`config.mk`:
```
export PLATFORM = sky130hd
export DESIGN_NAME = image_transfer_scheduler_flat
export DESIGN_NICKNAME = d
export VERILOG_FILES = /design/src/rtl/image_xfer_pkg.sv /design/src/rtl/image_transfer_scheduler_if.sv /design/src/rtl/image_transfer_scheduler_edge_detect.sv /design/src/rtl/image_transfer_scheduler.sv /design/src/flat_wrapper.sv
export SDC_FILE = /design/constraint.sdc
export NUM_CORES = 1
export LEC_CHECK = 0
export BUFFER_PORTS_ARGS = -buffer_cell sky130_fd_sc_hd__buf_2
export CORE_MARGIN = 2
export CORE_UTILIZATION = 40
export DETAILED_ROUTE_END_ITERATION = 16
export HOLD_SLACK_MARGIN = 0.15
export PLACE_DENSITY = 0.59
export SLEW_MARGIN = 40
export SYNTH_ARGS = -nofsm -noshare
export SYNTH_HDL_FRONTEND = slang
export SYNTH_SLANG_ARGS = --single-unit
```
`constraint.sdc`:
```
create_clock -name clk_in -period 4.08 [get_ports clk_in]
set_input_delay 0.612 -clock clk_in [delete_from_list [all_inputs] [get_ports clk_in]]
set_output_delay 0.612 -clock clk_in [all_outputs]
set_load 0.02 [all_outputs]
```
`src/rtl/image_xfer_pkg.sv`:
```
// ---------------------------------------------------------------------------
// image_xfer_pkg
// Shared constants, state encoding and address helper for the image transfer
// scheduler that moves 640x360 4-bit images between a frame buffer and an SD
// card, one 512-byte sector at a time.
// No ports (package).
// ---------------------------------------------------------------------------
package image_xfer_pkg;

  localparam int unsigned SECTOR_SIZE       = 512;
  localparam int unsigned SECTORS_PER_IMAGE = 450;
  localparam int unsigned MAX_IMAGES        = 64;
  localparam int unsigned IMAGE_SIZE        = SECTOR_SIZE * SECTORS_PER_IMAGE;
  localparam int unsigned WDOG_CYCLES       = 1 << 20;
  localparam int unsigned BUF_AW            = 18;

  typedef enum logic [2:0] {
    ST_IDLE,
    ST_WAIT_READY,
    ST_ISSUE,
    ST_XFER,
    ST_NEXT_SECTOR,
    ST_FINISH
  } xfer_state_t;

  // Byte address of a sector on the card: images are laid out back to back.
  function automatic logic [31:0] sd_byte_addr(
    input logic [5:0]  slot,
    input logic [8:0]  sector,
    input int unsigned sectors_per_image,
    input int unsigned sector_size
  );
    logic [31:0] lin;
    lin = 32'(slot) * sectors_per_image + 32'(sector);
    return lin * sector_size;
  endfunction

endpackage

```
`src/rtl/image_transfer_scheduler_if.sv`:
```
// ---------------------------------------------------------------------------
// image_transfer_scheduler_if
// Groups the request/status handshake, the SD controller byte interface and
// the frame-buffer port of the scheduler.
//   master : scheduler side (drives status, SD commands, buffer writes)
//   slave  : environment side (requests, SD controller, buffer read data)
// ---------------------------------------------------------------------------
interface image_transfer_scheduler_if;
  import image_xfer_pkg::*;

  // request / status
  logic              load_req_in;
  logic [5:0]        load_idx_in;
  logic              save_req_in;
  logic              busy_out;
  logic              done_out;
  logic              err_out;
  logic [6:0]        image_count_out;
  // SD controller
  logic              sd_ready_in;
  logic              sd_rd_out;
  logic              sd_wr_out;
  logic [31:0]       sd_addr_out;
  logic [7:0]        sd_dout_in;
  logic              sd_byte_available_in;
  logic [7:0]        sd_din_out;
  logic              sd_ready_for_next_byte_in;
  // frame buffer
  logic [BUF_AW-1:0] buf_addr_out;
  logic [3:0]        buf_din_out;
  logic              buf_we_out;
  logic [3:0]        buf_dout_in;

  modport master (
    input  load_req_in, load_idx_in, save_req_in,
    output busy_out, done_out, err_out, image_count_out,
    input  sd_ready_in, sd_dout_in, sd_byte_available_in, sd_ready_for_next_byte_in,
    output sd_rd_out, sd_wr_out, sd_addr_out, sd_din_out,
    output buf_addr_out, buf_din_out, buf_we_out,
    input  buf_dout_in
  );

  modport slave (
    output load_req_in, load_idx_in, save_req_in,
    input  busy_out, done_out, err_out, image_count_out,
    output sd_ready_in, sd_dout_in, sd_byte_available_in, sd_ready_for_next_byte_in,
    input  sd_rd_out, sd_wr_out, sd_addr_out, sd_din_out,
    input  buf_addr_out, buf_din_out, buf_we_out,
    output buf_dout_in
  );
endinterface

```
`src/rtl/image_transfer_scheduler_edge_detect.sv`:
```
// ---------------------------------------------------------------------------
// edge_detect
// Registered rising-edge detector: one registered copy of the input; the
// strobe is high only in the first cycle the input is seen high.
//   clk_in   : clock
//   rst_n_in : synchronous active-low reset
//   sig_in   : level input
//   rise_out : rising-edge strobe (combinational from sig_in and the copy)
// ---------------------------------------------------------------------------
module edge_detect (
  input  logic clk_in,
  input  logic rst_n_in,
  input  logic sig_in,
  output logic rise_out
);

  logic r_prev;

  always_ff @(posedge clk_in) begin
    if (!rst_n_in) r_prev <= 1'b0;
    else           r_prev <= sig_in;
  end

  assign rise_out = sig_in & ~r_prev;

endmodule

```
`src/rtl/image_transfer_scheduler.sv`:
```
// ---------------------------------------------------------------------------
// image_transfer_scheduler
// Moves one image between the 4-bit frame buffer and the SD card, sector by
// sector. Load: SD bytes -> buffer (low nibble). Save: buffer -> SD bytes
// (zero-extended nibble), written to the next free image slot.
//   clk_in   : clock, all logic on posedge
//   rst_n_in : synchronous active-low reset
//   bus      : request/status, SD byte interface and buffer port (master)
// Parameters default to the real card geometry; they exist so the geometry
// and stall limit can be shrunk for short simulations.
// ---------------------------------------------------------------------------
module image_transfer_scheduler
  import image_xfer_pkg::*;
#(
  parameter int unsigned P_SECTOR_SIZE = SECTOR_SIZE,
  parameter int unsigned P_SECTORS     = SECTORS_PER_IMAGE,
  parameter int unsigned P_WDOG        = WDOG_CYCLES
) (
  input  logic                        clk_in,
  input  logic                        rst_n_in,
  image_transfer_scheduler_if.master  bus
);

  localparam int BCW = $clog2(P_SECTOR_SIZE);
  localparam int WDW = $clog2(P_WDOG + 1);
  localparam logic [BCW-1:0] LAST_BYTE   = BCW'(P_SECTOR_SIZE - 1);
  localparam logic [8:0]     LAST_SECTOR = 9'(P_SECTORS - 1);
  localparam logic [WDW-1:0] WDOG_LAST   = WDW'(P_WDOG - 1);

  xfer_state_t       r_state, w_state_next;
  logic              r_is_save, w_is_save_next;
  logic [5:0]        r_slot, w_slot_next;
  logic [8:0]        r_sector, w_sector_next;
  logic [BCW-1:0]    r_byte_cnt, w_byte_cnt_next;
  logic [BUF_AW-1:0] r_index, w_index_next;
  logic [6:0]        r_image_count, w_image_count_next;
  logic [WDW-1:0]    r_wdog, w_wdog_next;
  logic              r_done, w_done_next;
  logic              r_err, w_err_next;
  logic              r_sd_rd, w_sd_rd_next;
  logic              r_sd_wr, w_sd_wr_next;
  logic [31:0]       r_sd_addr, w_sd_addr_next;
  logic [7:0]        r_sd_din, w_sd_din_next;
  logic              r_buf_we, w_buf_we_next;
  logic [3:0]        r_buf_din, w_buf_din_next;
  logic [BUF_AW-1:0] r_buf_addr, w_buf_addr_next;

  logic w_rise_avail, w_rise_rfn, w_event, w_step, w_wdog_hit;
  logic w_unused;

  edge_detect u_avail_edge (
    .clk_in   (clk_in),
    .rst_n_in (rst_n_in),
    .sig_in   (bus.sd_byte_available_in),
    .rise_out (w_rise_avail)
  );

  edge_detect u_rfn_edge (
    .clk_in   (clk_in),
    .rst_n_in (rst_n_in),
    .sig_in   (bus.sd_ready_for_next_byte_in),
    .rise_out (w_rise_rfn)
  );

  // Only the strobe that matches the transfer direction counts, and only in XFER.
  assign w_event = (r_state == ST_XFER) && (r_is_save ? w_rise_rfn : w_rise_avail);
  // A save advances on the byte event itself; a load advances one cycle later,
  // in the cycle the buffer write happens, so the last write of a sector still
  // lands inside XFER.
  assign w_step = r_is_save ? w_event : r_buf_we;
  assign w_wdog_hit = (r_wdog == WDOG_LAST) &&
                      ((r_state == ST_WAIT_READY) || (r_state == ST_ISSUE) || (r_state == ST_XFER));
  assign w_unused = ^bus.sd_dout_in[7:4];

  always_ff @(posedge clk_in) begin
    if (!rst_n_in) begin
      r_state       <= ST_IDLE;
      r_is_save     <= 1'b0;
      r_slot        <= '0;
      r_sector      <= '0;
      r_byte_cnt    <= '0;
      r_index       <= '0;
      r_image_count <= '0;
      r_wdog        <= '0;
      r_done        <= 1'b0;
      r_err         <= 1'b0;
      r_sd_rd       <= 1'b0;
      r_sd_wr       <= 1'b0;
      r_sd_addr     <= '0;
      r_sd_din      <= '0;
      r_buf_we      <= 1'b0;
      r_buf_din     <= '0;
      r_buf_addr    <= '0;
    end else begin
      r_state       <= w_state_next;
      r_is_save     <= w_is_save_next;
      r_slot        <= w_slot_next;
      r_sector      <= w_sector_next;
      r_byte_cnt    <= w_byte_cnt_next;
      r_index       <= w_index_next;
      r_image_count <= w_image_count_next;
      r_wdog        <= w_wdog_next;
      r_done        <= w_done_next;
      r_err         <= w_err_next;
      r_sd_rd       <= w_sd_rd_next;
      r_sd_wr       <= w_sd_wr_next;
      r_sd_addr     <= w_sd_addr_next;
      r_sd_din      <= w_sd_din_next;
      r_buf_we      <= w_buf_we_next;
      r_buf_din     <= w_buf_din_next;
      r_buf_addr    <= w_buf_addr_next;
    end
  end

  always_comb begin
    w_state_next       = r_state;
    w_is_save_next     = r_is_save;
    w_slot_next        = r_slot;
    w_sector_next      = r_sector;
    w_byte_cnt_next    = r_byte_cnt;
    w_index_next       = r_index;
    w_image_count_next = r_image_count;
    w_wdog_next        = '0;
    w_done_next        = 1'b0;
    w_err_next         = 1'b0;
    w_sd_rd_next       = r_sd_rd;
    w_sd_wr_next       = r_sd_wr;
    w_sd_addr_next     = r_sd_addr;
    w_sd_din_next      = r_sd_din;
    w_buf_we_next      = 1'b0;
    w_buf_din_next     = r_buf_din;
    w_buf_addr_next    = r_buf_addr;

    case (r_state)
      ST_IDLE: begin
        // Save has priority; a simultaneous load is dropped.
        if (bus.save_req_in) begin
          if (r_image_count == 7'(MAX_IMAGES)) begin
            w_done_next = 1'b1;
            w_err_next  = 1'b1;
          end else begin
            w_state_next    = ST_WAIT_READY;
            w_is_save_next  = 1'b1;
            w_slot_next     = r_image_count[5:0];
            w_sector_next   = '0;
            w_byte_cnt_next = '0;
            w_index_next    = '0;
          end
        end else if (bus.load_req_in) begin
          if ({1'b0, bus.load_idx_in} >= r_image_count) begin
            w_done_next = 1'b1;
            w_err_next  = 1'b1;
          end else begin
            w_state_next    = ST_WAIT_READY;
            w_is_save_next  = 1'b0;
            w_slot_next     = bus.load_idx_in;
            w_sector_next   = '0;
            w_byte_cnt_next = '0;
            w_index_next    = '0;
          end
        end
      end

      ST_WAIT_READY: begin
        if (bus.sd_ready_in) begin
          w_state_next   = ST_ISSUE;
          w_sd_addr_next = sd_byte_addr(r_slot, r_sector, P_SECTORS, P_SECTOR_SIZE);
          w_sd_rd_next   = ~r_is_save;
          w_sd_wr_next   = r_is_save;
        end
      end

      // The command is held until the controller drops ready to show it took it.
      ST_ISSUE: begin
        if (!bus.sd_ready_in) begin
          w_state_next = ST_XFER;
          w_sd_rd_next = 1'b0;
          w_sd_wr_next = 1'b0;
        end
      end

      ST_XFER: begin
        if (w_event && !r_is_save) begin
          w_buf_we_next   = 1'b1;
          w_buf_addr_next = r_index;
          w_buf_din_next  = bus.sd_dout_in[3:0];
        end
        if (w_event && r_is_save) begin
          w_sd_din_next = {4'b0, bus.buf_dout_in};
        end
        if (w_step) begin
          w_index_next = r_index + BUF_AW'(1);
          if (r_byte_cnt == LAST_BYTE) begin
            w_byte_cnt_next = '0;
            w_state_next    = ST_NEXT_SECTOR;
          end else begin
            w_byte_cnt_next = r_byte_cnt + BCW'(1);
          end
        end
      end

      ST_NEXT_SECTOR: begin
        w_sector_next = r_sector + 9'd1;
        if (r_sector == LAST_SECTOR) begin
          w_state_next = ST_FINISH;
          w_done_next  = 1'b1;
        end else begin
          w_state_next = ST_WAIT_READY;
        end
      end

      ST_FINISH: begin
        if (r_is_save) w_image_count_next = r_image_count + 7'd1;
        w_state_next = ST_IDLE;
      end

      default: w_state_next = ST_IDLE;
    endcase

    // Stall abort; a byte event in the same cycle restarts the count instead.
    if (w_wdog_hit && !w_event) begin
      w_state_next  = ST_IDLE;
      w_sd_rd_next  = 1'b0;
      w_sd_wr_next  = 1'b0;
      w_done_next   = 1'b1;
      w_err_next    = 1'b1;
      w_buf_we_next = 1'b0;
    end

    // During a save the buffer read address follows the byte index directly,
    // giving the 2-cycle read plenty of time before the next byte event.
    if (w_is_save_next && (w_state_next != ST_IDLE)) w_buf_addr_next = w_index_next;

    if ((w_state_next != r_state) || w_event || (r_state == ST_IDLE)) w_wdog_next = '0;
    else                                                               w_wdog_next = r_wdog + WDW'(1);
  end

  assign bus.busy_out        = (r_state != ST_IDLE);
  assign bus.done_out        = r_done;
  assign bus.err_out         = r_err;
  assign bus.image_count_out = r_image_count;
  assign bus.sd_rd_out       = r_sd_rd;
  assign bus.sd_wr_out       = r_sd_wr;
  assign bus.sd_addr_out     = r_sd_addr;
  assign bus.sd_din_out      = r_sd_din;
  assign bus.buf_addr_out    = r_buf_addr;
  assign bus.buf_din_out     = r_buf_din;
  assign bus.buf_we_out      = r_buf_we;

endmodule

```
`src/flat_wrapper.sv`:
```
// flat-port wrapper written by rule: the top's interface ports become plain ports
module image_transfer_scheduler_flat import image_xfer_pkg::*;
#(
  parameter int unsigned P_SECTOR_SIZE = SECTOR_SIZE,
  parameter int unsigned P_SECTORS     = SECTORS_PER_IMAGE,
  parameter int unsigned P_WDOG        = WDOG_CYCLES
)
  (clk_in, rst_n_in, bus_load_req_in, bus_load_idx_in, bus_save_req_in, bus_busy_out, bus_done_out, bus_err_out, bus_image_count_out, bus_sd_ready_in, bus_sd_dout_in, bus_sd_byte_available_in, bus_sd_ready_for_next_byte_in, bus_sd_rd_out, bus_sd_wr_out, bus_sd_addr_out, bus_sd_din_out, bus_buf_addr_out, bus_buf_din_out, bus_buf_we_out, bus_buf_dout_in);
  image_transfer_scheduler_if bus_i ();
  input  logic clk_in;
  input  logic rst_n_in;
  input wire logic [$bits(bus_i.load_req_in)-1:0] bus_load_req_in;
  input wire logic [$bits(bus_i.load_idx_in)-1:0] bus_load_idx_in;
  input wire logic [$bits(bus_i.save_req_in)-1:0] bus_save_req_in;
  output wire logic [$bits(bus_i.busy_out)-1:0] bus_busy_out;
  output wire logic [$bits(bus_i.done_out)-1:0] bus_done_out;
  output wire logic [$bits(bus_i.err_out)-1:0] bus_err_out;
  output wire logic [$bits(bus_i.image_count_out)-1:0] bus_image_count_out;
  input wire logic [$bits(bus_i.sd_ready_in)-1:0] bus_sd_ready_in;
  input wire logic [$bits(bus_i.sd_dout_in)-1:0] bus_sd_dout_in;
  input wire logic [$bits(bus_i.sd_byte_available_in)-1:0] bus_sd_byte_available_in;
  input wire logic [$bits(bus_i.sd_ready_for_next_byte_in)-1:0] bus_sd_ready_for_next_byte_in;
  output wire logic [$bits(bus_i.sd_rd_out)-1:0] bus_sd_rd_out;
  output wire logic [$bits(bus_i.sd_wr_out)-1:0] bus_sd_wr_out;
  output wire logic [$bits(bus_i.sd_addr_out)-1:0] bus_sd_addr_out;
  output wire logic [$bits(bus_i.sd_din_out)-1:0] bus_sd_din_out;
  output wire logic [$bits(bus_i.buf_addr_out)-1:0] bus_buf_addr_out;
  output wire logic [$bits(bus_i.buf_din_out)-1:0] bus_buf_din_out;
  output wire logic [$bits(bus_i.buf_we_out)-1:0] bus_buf_we_out;
  input wire logic [$bits(bus_i.buf_dout_in)-1:0] bus_buf_dout_in;
  assign bus_i.load_req_in = bus_load_req_in;
  assign bus_i.load_idx_in = bus_load_idx_in;
  assign bus_i.save_req_in = bus_save_req_in;
  assign bus_busy_out = bus_i.busy_out;
  assign bus_done_out = bus_i.done_out;
  assign bus_err_out = bus_i.err_out;
  assign bus_image_count_out = bus_i.image_count_out;
  assign bus_i.sd_ready_in = bus_sd_ready_in;
  assign bus_i.sd_dout_in = bus_sd_dout_in;
  assign bus_i.sd_byte_available_in = bus_sd_byte_available_in;
  assign bus_i.sd_ready_for_next_byte_in = bus_sd_ready_for_next_byte_in;
  assign bus_sd_rd_out = bus_i.sd_rd_out;
  assign bus_sd_wr_out = bus_i.sd_wr_out;
  assign bus_sd_addr_out = bus_i.sd_addr_out;
  assign bus_sd_din_out = bus_i.sd_din_out;
  assign bus_buf_addr_out = bus_i.buf_addr_out;
  assign bus_buf_din_out = bus_i.buf_din_out;
  assign bus_buf_we_out = bus_i.buf_we_out;
  assign bus_i.buf_dout_in = bus_buf_dout_in;
  image_transfer_scheduler #(.P_SECTOR_SIZE(P_SECTOR_SIZE), .P_SECTORS(P_SECTORS), .P_WDOG(P_WDOG)) u_core (.clk_in(clk_in), .rst_n_in(rst_n_in), .bus(bus_i));
endmodule
```
==> flow_summary.yaml, run 1 <==
synthesis:
  synthDistinctLibCells: 84
  synth_edf_count: 0
  postSynth.asyncResetShare: 0
  ys_seq_area_frac: 0.340
  synthFlopType: "dfxtp_1"
  synth.ff_latch_count: 123
  syn_inst: 869
  yosys_warnings: 0
  synth_area_sq_um: 7240
  synth.avg_cell_area_sq_um: 8.33
timing:
  timing.hold.ws_ns: 0.408
  slew_headroom: 0.481
  fin_crit_sh: 0.884
  drv_slew: 0
  fmax_mhz: 277
  rsz0062_at_grt: "false"
  tightest_slew_ns: 0.777
  setup_viol: 0
  period_minus_slack_ns: 3.61
  hold_viol: 0
  tns_ns: 0
  fin_skew_ns: 0.00909
global_route:
  gr-usage-all-layers: 0.182
  grt_max_degree: 43
  first_global_vias: 5865
  grt_pass1_wl_microns: 28800
  gr-total-overflow: 0
  antenna_found_initial: 1
clock_tree:
  path_clk_slew_ns: 0.06
  cts_sinks: 123
  cts_setup_buffers: 0
  ctsResizeCount: 0
  cts-root-buf: "clkbuf_16"
  cts_tree: "yes"
  cts_hold_buf: 0
  clock_path_buffers: 2
  cts_buffers: 17
  htreeDepth: 4
  clk_latency_ns: 0.41
floorplan:
  die_w_microns: 139
  start_util: 0.406
  ios: 100
  rows: 49
  dieArea_sq_um: 19200
  die_y_microns: 139
  coreArea_sq_um: 17800
routing:
  vias_per_cell: 5.38
  wl_microns: 17500
  wl_per_cell_microns: 14.9
  firstDrtPassIters: 5
  ant_nets: 0
  vias: 6313
  drc: 0
  drtIter0Drc: 314
critical_path:
  worstSetupPathType: "reg -> reg"
  critPathLaunchType: "register"
  cp_max_fo: 6
  ff2ff_path_depth: 12
  required_ns: 4.37
  cp-end-kind: "register"
  cp_data_arrival_time_ns: 3.90
run:
  maxCapViolations: 0
pwr:
  total_power_mw: 3.29
  p_leak_nw: 3.29
  cellPowerDensity_nw_per_um2: 395
  ir_worst_vdd_v: 0.000302
placement:
  globalplace.congestion: 0.883
  io_buffers: 75
  dp_hpwl_microns: 12500
  dp_cells: 1142
layout:
  antenna_cells: 0
  multi_input_area_sq_um: 4400
  nFillCells: 1758
  post-route-util: 0.467
  fin_nets: 1007
  seq_area_sq_um: 2460
  syn_to_final_growth_pct: 15.2
  stdcell_count: 1174
  drive_gt1_frac: 0.157
outcome:
  outcome: "finished, final reports clean"
min_path:
  holdPathStages: 2
  hp-class: "in -> reg"
-- critical path: stages (launching register included) --
cell and delay [ns]:
dfxtp_1 0.47, inv_1 0.12, fa_1 0.51, inv_1 0.04, ha_1 0.29, ha_1 0.30
ha_1 0.33, a21oi_1 0.19, a21oi_1 0.14, nor4b_1 0.61, nand2_1 0.11, nor4bb_1 0.28
nor3_1 0.09
-- metrics by stage --
| stage | setup slack [ns] | area [sq um] |
|---|---|---|
| finish | 0.471 | 8340 |
| global route | 0.191 | 8340 |
| CTS | 0.468 | 8330 |
| detailed placement | 0.494 | 7730 |
| global placement | 0.522 | 7720 |
| floorplan | 0.836 | 7310 |
-- area by class of cell --
type,instances,area share
Clock buffer,18,0.0515
Clock inverter,14,0.0203
Inverter,37,0.0167
Multi-Input combinational cell,668,0.528
Sequential cell,123,0.295
Tap cell,229,0.0344
Timing Repair Buffer,85,0.0540
-- logic make-up after synthesis --
| group | synth area share |
|---|---|
| compound gates | 0.191 |
| xor+xnor | 0.0424 |
| fa+ha+maj | 0.0927 |
| buf+inv | 0.0652 |
| flops | 0.340 |
| mux | 0.0201 |
| other cells | 0.000518 |
| simple gates | 0.248 |
-- registers in the layout (all words and copies together), names as in the netlist, 3 cells and up --
register and flops:
u_core.bus.sd_din_out 4, u_core.bus.image_count_out 7, u_core.bus.buf_din_out 4, u_core.r_state 3, u_core.r_index 18, u_core.r_byte_cnt 9
u_core.r_slot 6, u_core.bus.sd_addr_out 16, u_core.r_wdog 21, u_core.bus.buf_addr_out 18, u_core.r_sector 9
-- routing by layer --
metal	vias to the layer above	share of wire	GRT usage
li1	3224	-	-
met1	2962	0.48	0.240
met2	112	0.47	0.303
met3	13	0.043	0.0402
met4	2	0.0067	0.0499
met5	-	0.00074	0
-- cells in the final DEF, fill, tap and decap left out, types with 4 or more instances in the layout --
master	synthesis	final
clkbuf_16	0	17
fa_1	6	6
nor2_1	63	63
buf_4	22	10
mux2i_1	10	10
nor2b_1	4	4
or3_1	13	13
xor2_1	13	13
nand3_1	34	34
a22oi_1	9	9
or4_1	9	9
a21oi_1	61	60
dfxtp_1	123	123
a31oi_1	9	9
o211ai_1	4	4
nor3_1	37	37
nand4_1	12	12
inv_1	35	35
nand2b_1	11	11
clkinvlp_4	0	5
o21ai_0	45	45
and4_1	7	7
and2_1	9	9
and3_1	9	9
nand3b_1	4	4
nor4b_1	5	5
nand2_1	97	97
conb_1	1	20
o21a_1	7	7
o2bb2ai_1	7	7
o31ai_1	12	12
a211oi_1	15	14
xnor2_1	22	22
a21oi_2	3	4
nor4_1	4	4
buf_2	8	75
ha_1	44	44
-- report_power, final --
part	switching, mW	internal, mW	total, mW
clock network	0.562	0.960	1.52
logic	0.329	0.180	0.509
registers	0.0334	1.23	1.26
total	0.924	2.37	3.29
-- synth_stat cells, types with 10 or more instances --
master,number,area (sq um)
nand4_1,12,75.1
nand3_1,34,170
xor2_1,13,114
xnor2_1,22,193
or3_1,13,81.3
a21oi_1,61,305
clkbuf_1,26,97.6
buf_4,22,165
o31ai_1,12,90.1
nand2b_1,11,68.8
dfxtp_1,123,2460
inv_1,35,131
ha_1,44,551
nor2_1,63,236
a211oi_1,15,113
nand2_1,97,364
mux2i_1,10,100
nor3_1,37,185
o21ai_0,45,225
-- final timing paths --
check / start / to / slack [ns]
worst max-delay path: u_core.r_slot[4] / u_core.bus.sd_addr_out[22] / 0.47
worst min-delay path: bus_sd_byte_available_in / u_core.u_avail_edge.r_prev / 0.41
worst max register to register: u_core.r_slot[4] / u_core.bus.sd_addr_out[22] / 0.47
worst min register to register: u_core.bus.buf_din_out[1] / u_core.bus.buf_din_out[1] / 0.45
Power figures use the tool's default switching activity.
==> run 2: changes to the inputs <==
PLACE_DENSITY = unset   (was 0.59)
PLACE_DENSITY_LB_ADDON = 0.2   (was unset)
==> run 2 against run 1 <==
Net effect:
- combinational power rose by 1%
- critical path depth unchanged
- flip-flop and latch count unchanged
- clock power down 3%
- clock skew shrank 0.0024 ns
- total power is 1.3% lower
- highest routed layer unchanged
- wire length up 1.2%
- sequential power is essentially flat
- critical path type unchanged
- global-route usage up 0.60 points
- register-to-register slack got worse by 0.04 ns
- via count grew 0.48%
- count of clock-buffer cells in the layout rose by 2
- largest power group unchanged
==> flow_summary.yaml, run 2 (synthesis gave the netlist of run 1 again) <==
floorplan:
  die_y_microns: 139
  die_w_microns: 139
  coreArea_sq_um: 17800
  ios: 100
  start_util: 0.406
  dieArea_sq_um: 19200
  rows: 49
layout:
  seq_area_sq_um: 2460
  fin_nets: 1007
  final_area_sq_um: 8310
  drive_gt1_frac: 0.157
  final_common_cell: "dfxtp_1"
  layout_common_cells: "dfxtp_1 (123), nand2_1 (97), buf_2 (75), nor2_1 (63), a21oi_1 (61)"
  largest_reg_flops: 21
  multi_input_area_sq_um: 4400
  stdcell_count: 1174
  antenna_cells: 0
  nFillCells: 1794
  syn_to_final_growth_pct: 14.9
  post-route-util: 0.466
  regMostFlops: "u_core.r_wdog"
critical_path:
  cp-end-kind: "register"
  cp_slowest_cell: "nor4b_1"
  slowest_delay_ns: 0.60
  crit_family: "adder cells"
  crit_chain: "inv_1 > fa_1 > inv_1 > ha_1 > ha_1 > fa_1 > xor2_1 > o21ai_0 > nor4b_1 > nand2_1 > nor4bb_1 > nor3_1"
  r2r_start: "u_core.r_slot[1]"
  worstSetupPathType: "reg -> reg"
  rr_endpoint: "u_core.bus.sd_addr_out[22]"
  required_ns: 4.38
  worst-path-buf-inv: 2
  ff2ff_setup_slack_ns: 0.43
  critPathLaunchType: "register"
  cp_data_arrival_time_ns: 3.95
  cp_max_fo: 5
  ff2ff_path_depth: 12
clock_tree:
  cts-root-buf: "clkbuf_16"
  cts_sinks: 123
  clock_path_buffers: 2
  cts_setup_buffers: 0
  cts_buffers: 17
  cts_tree: "yes"
  htreeDepth: 4
  path_clk_slew_ns: 0.06
  cts_hold_buf: 0
  clk_latency_ns: 0.42
  ctsResizeCount: 0
timing:
  fmax_mhz: 274
  slew_headroom: 0.455
  drv_slew: 0
  tightest_slew_ns: 0.818
  fin_skew_ns: 0.00671
  setup_viol: 0
  layout_setup_ws_ns: 0.433
  timing.hold.ws_ns: 0.417
  period_minus_slack_ns: 3.65
  hold_viol: 0
  tns_ns: 0
  fin_crit_sh: 0.894
  rsz0062_at_grt: "false"
routing:
  drc: 0
  vias: 6343
  ant_nets: 0
  firstDrtPassIters: 5
  drtIter0Drc: 370
  wl_microns: 17700
  wl_per_cell_microns: 15.1
  vias_per_cell: 5.40
global_route:
  antenna_found_initial: 1
  grt_max_degree: 43
  gr-total-overflow: 0
  gr-usage-all-layers: 0.188
  first_global_vias: 5984
  grt_pass1_wl_microns: 29700
pwr:
  switching_share: 0.292
  cellPowerDensity_nw_per_um2: 391
  power_switching_uw: 951
  p_clk_frac: 0.454
  pwr-share-seq: 0.388
  p_comb_frac: 0.158
  p_leak_nw: 3.28
  total_power_mw: 3.25
  internal_power_mw: 2.30
  ir_worst_vdd_v: 0.000310
min_path:
  hold_end: "u_core.u_avail_edge.r_prev"
  hp-class: "in -> reg"
  holdPathStages: 2
  holdCritStartpoint: "bus_sd_byte_available_in"
placement:
  io_buffers: 75
  dp_slack_ns: 0.492
  placed_area_sq_um: 7730
  globalplace.congestion: 0.871
  dp_cells: 1142
  dp_hpwl_microns: 12600
outcome:
  outcome: "finished, final reports clean"
run:
  maxCapViolations: 0
-- run 2: area by class of cell --
class                      count  area share
multi-input combinational    668       0.529
sequential                   123       0.296
clock buffer                  20      0.0561
timing repair buffer          85      0.0542
tap                          229      0.0345
inverter                      37      0.0167
clock inverter                12      0.0137
-- run 2: per-layer routing --
layer,track usage,vias to the layer above,wire length [microns]
met1,0.248,2980,8600
li1,-,3239,-
met3,0.0423,21,622
met2,0.307,101,8180
met5,0,-,7
met4,0.0612,2,278
-- run 2: worst max path at each step --
stage,start,to,slack (ns),cells after the start
2_1_floorplan,u_core.r_slot[4],u_core.bus.sd_addr_out[22],0.84,12
3_5_place_dp,u_core.r_slot[4],u_core.bus.sd_addr_out[22],0.49,12
3_3_place_gp,u_core.r_slot[4],u_core.bus.sd_addr_out[22],0.51,12
4_1_cts,u_core.r_slot[0],u_core.bus.sd_addr_out[22],0.46,12
6_report,u_core.r_slot[1],u_core.bus.sd_addr_out[22],0.43,12
5_1_grt,u_core.r_slot[4],u_core.bus.sd_addr_out[22],0.01,10
-- run 2: power by group through the flow --
| stage | Sequential, mW | Combinational, mW | Clock (mW) |
|---|---|---|---|
| after floorplan | 1.29 | 0.392 | 0 |
| after global placement | 1.29 | 0.507 | 0 |
| after detailed placement | 1.29 | 0.509 | 0 |
| after CTS | 1.26 | 0.515 | 1.51 |
| after global routing | 1.27 | 0.577 | 1.56 |
| final | 1.26 | 0.514 | 1.48 |
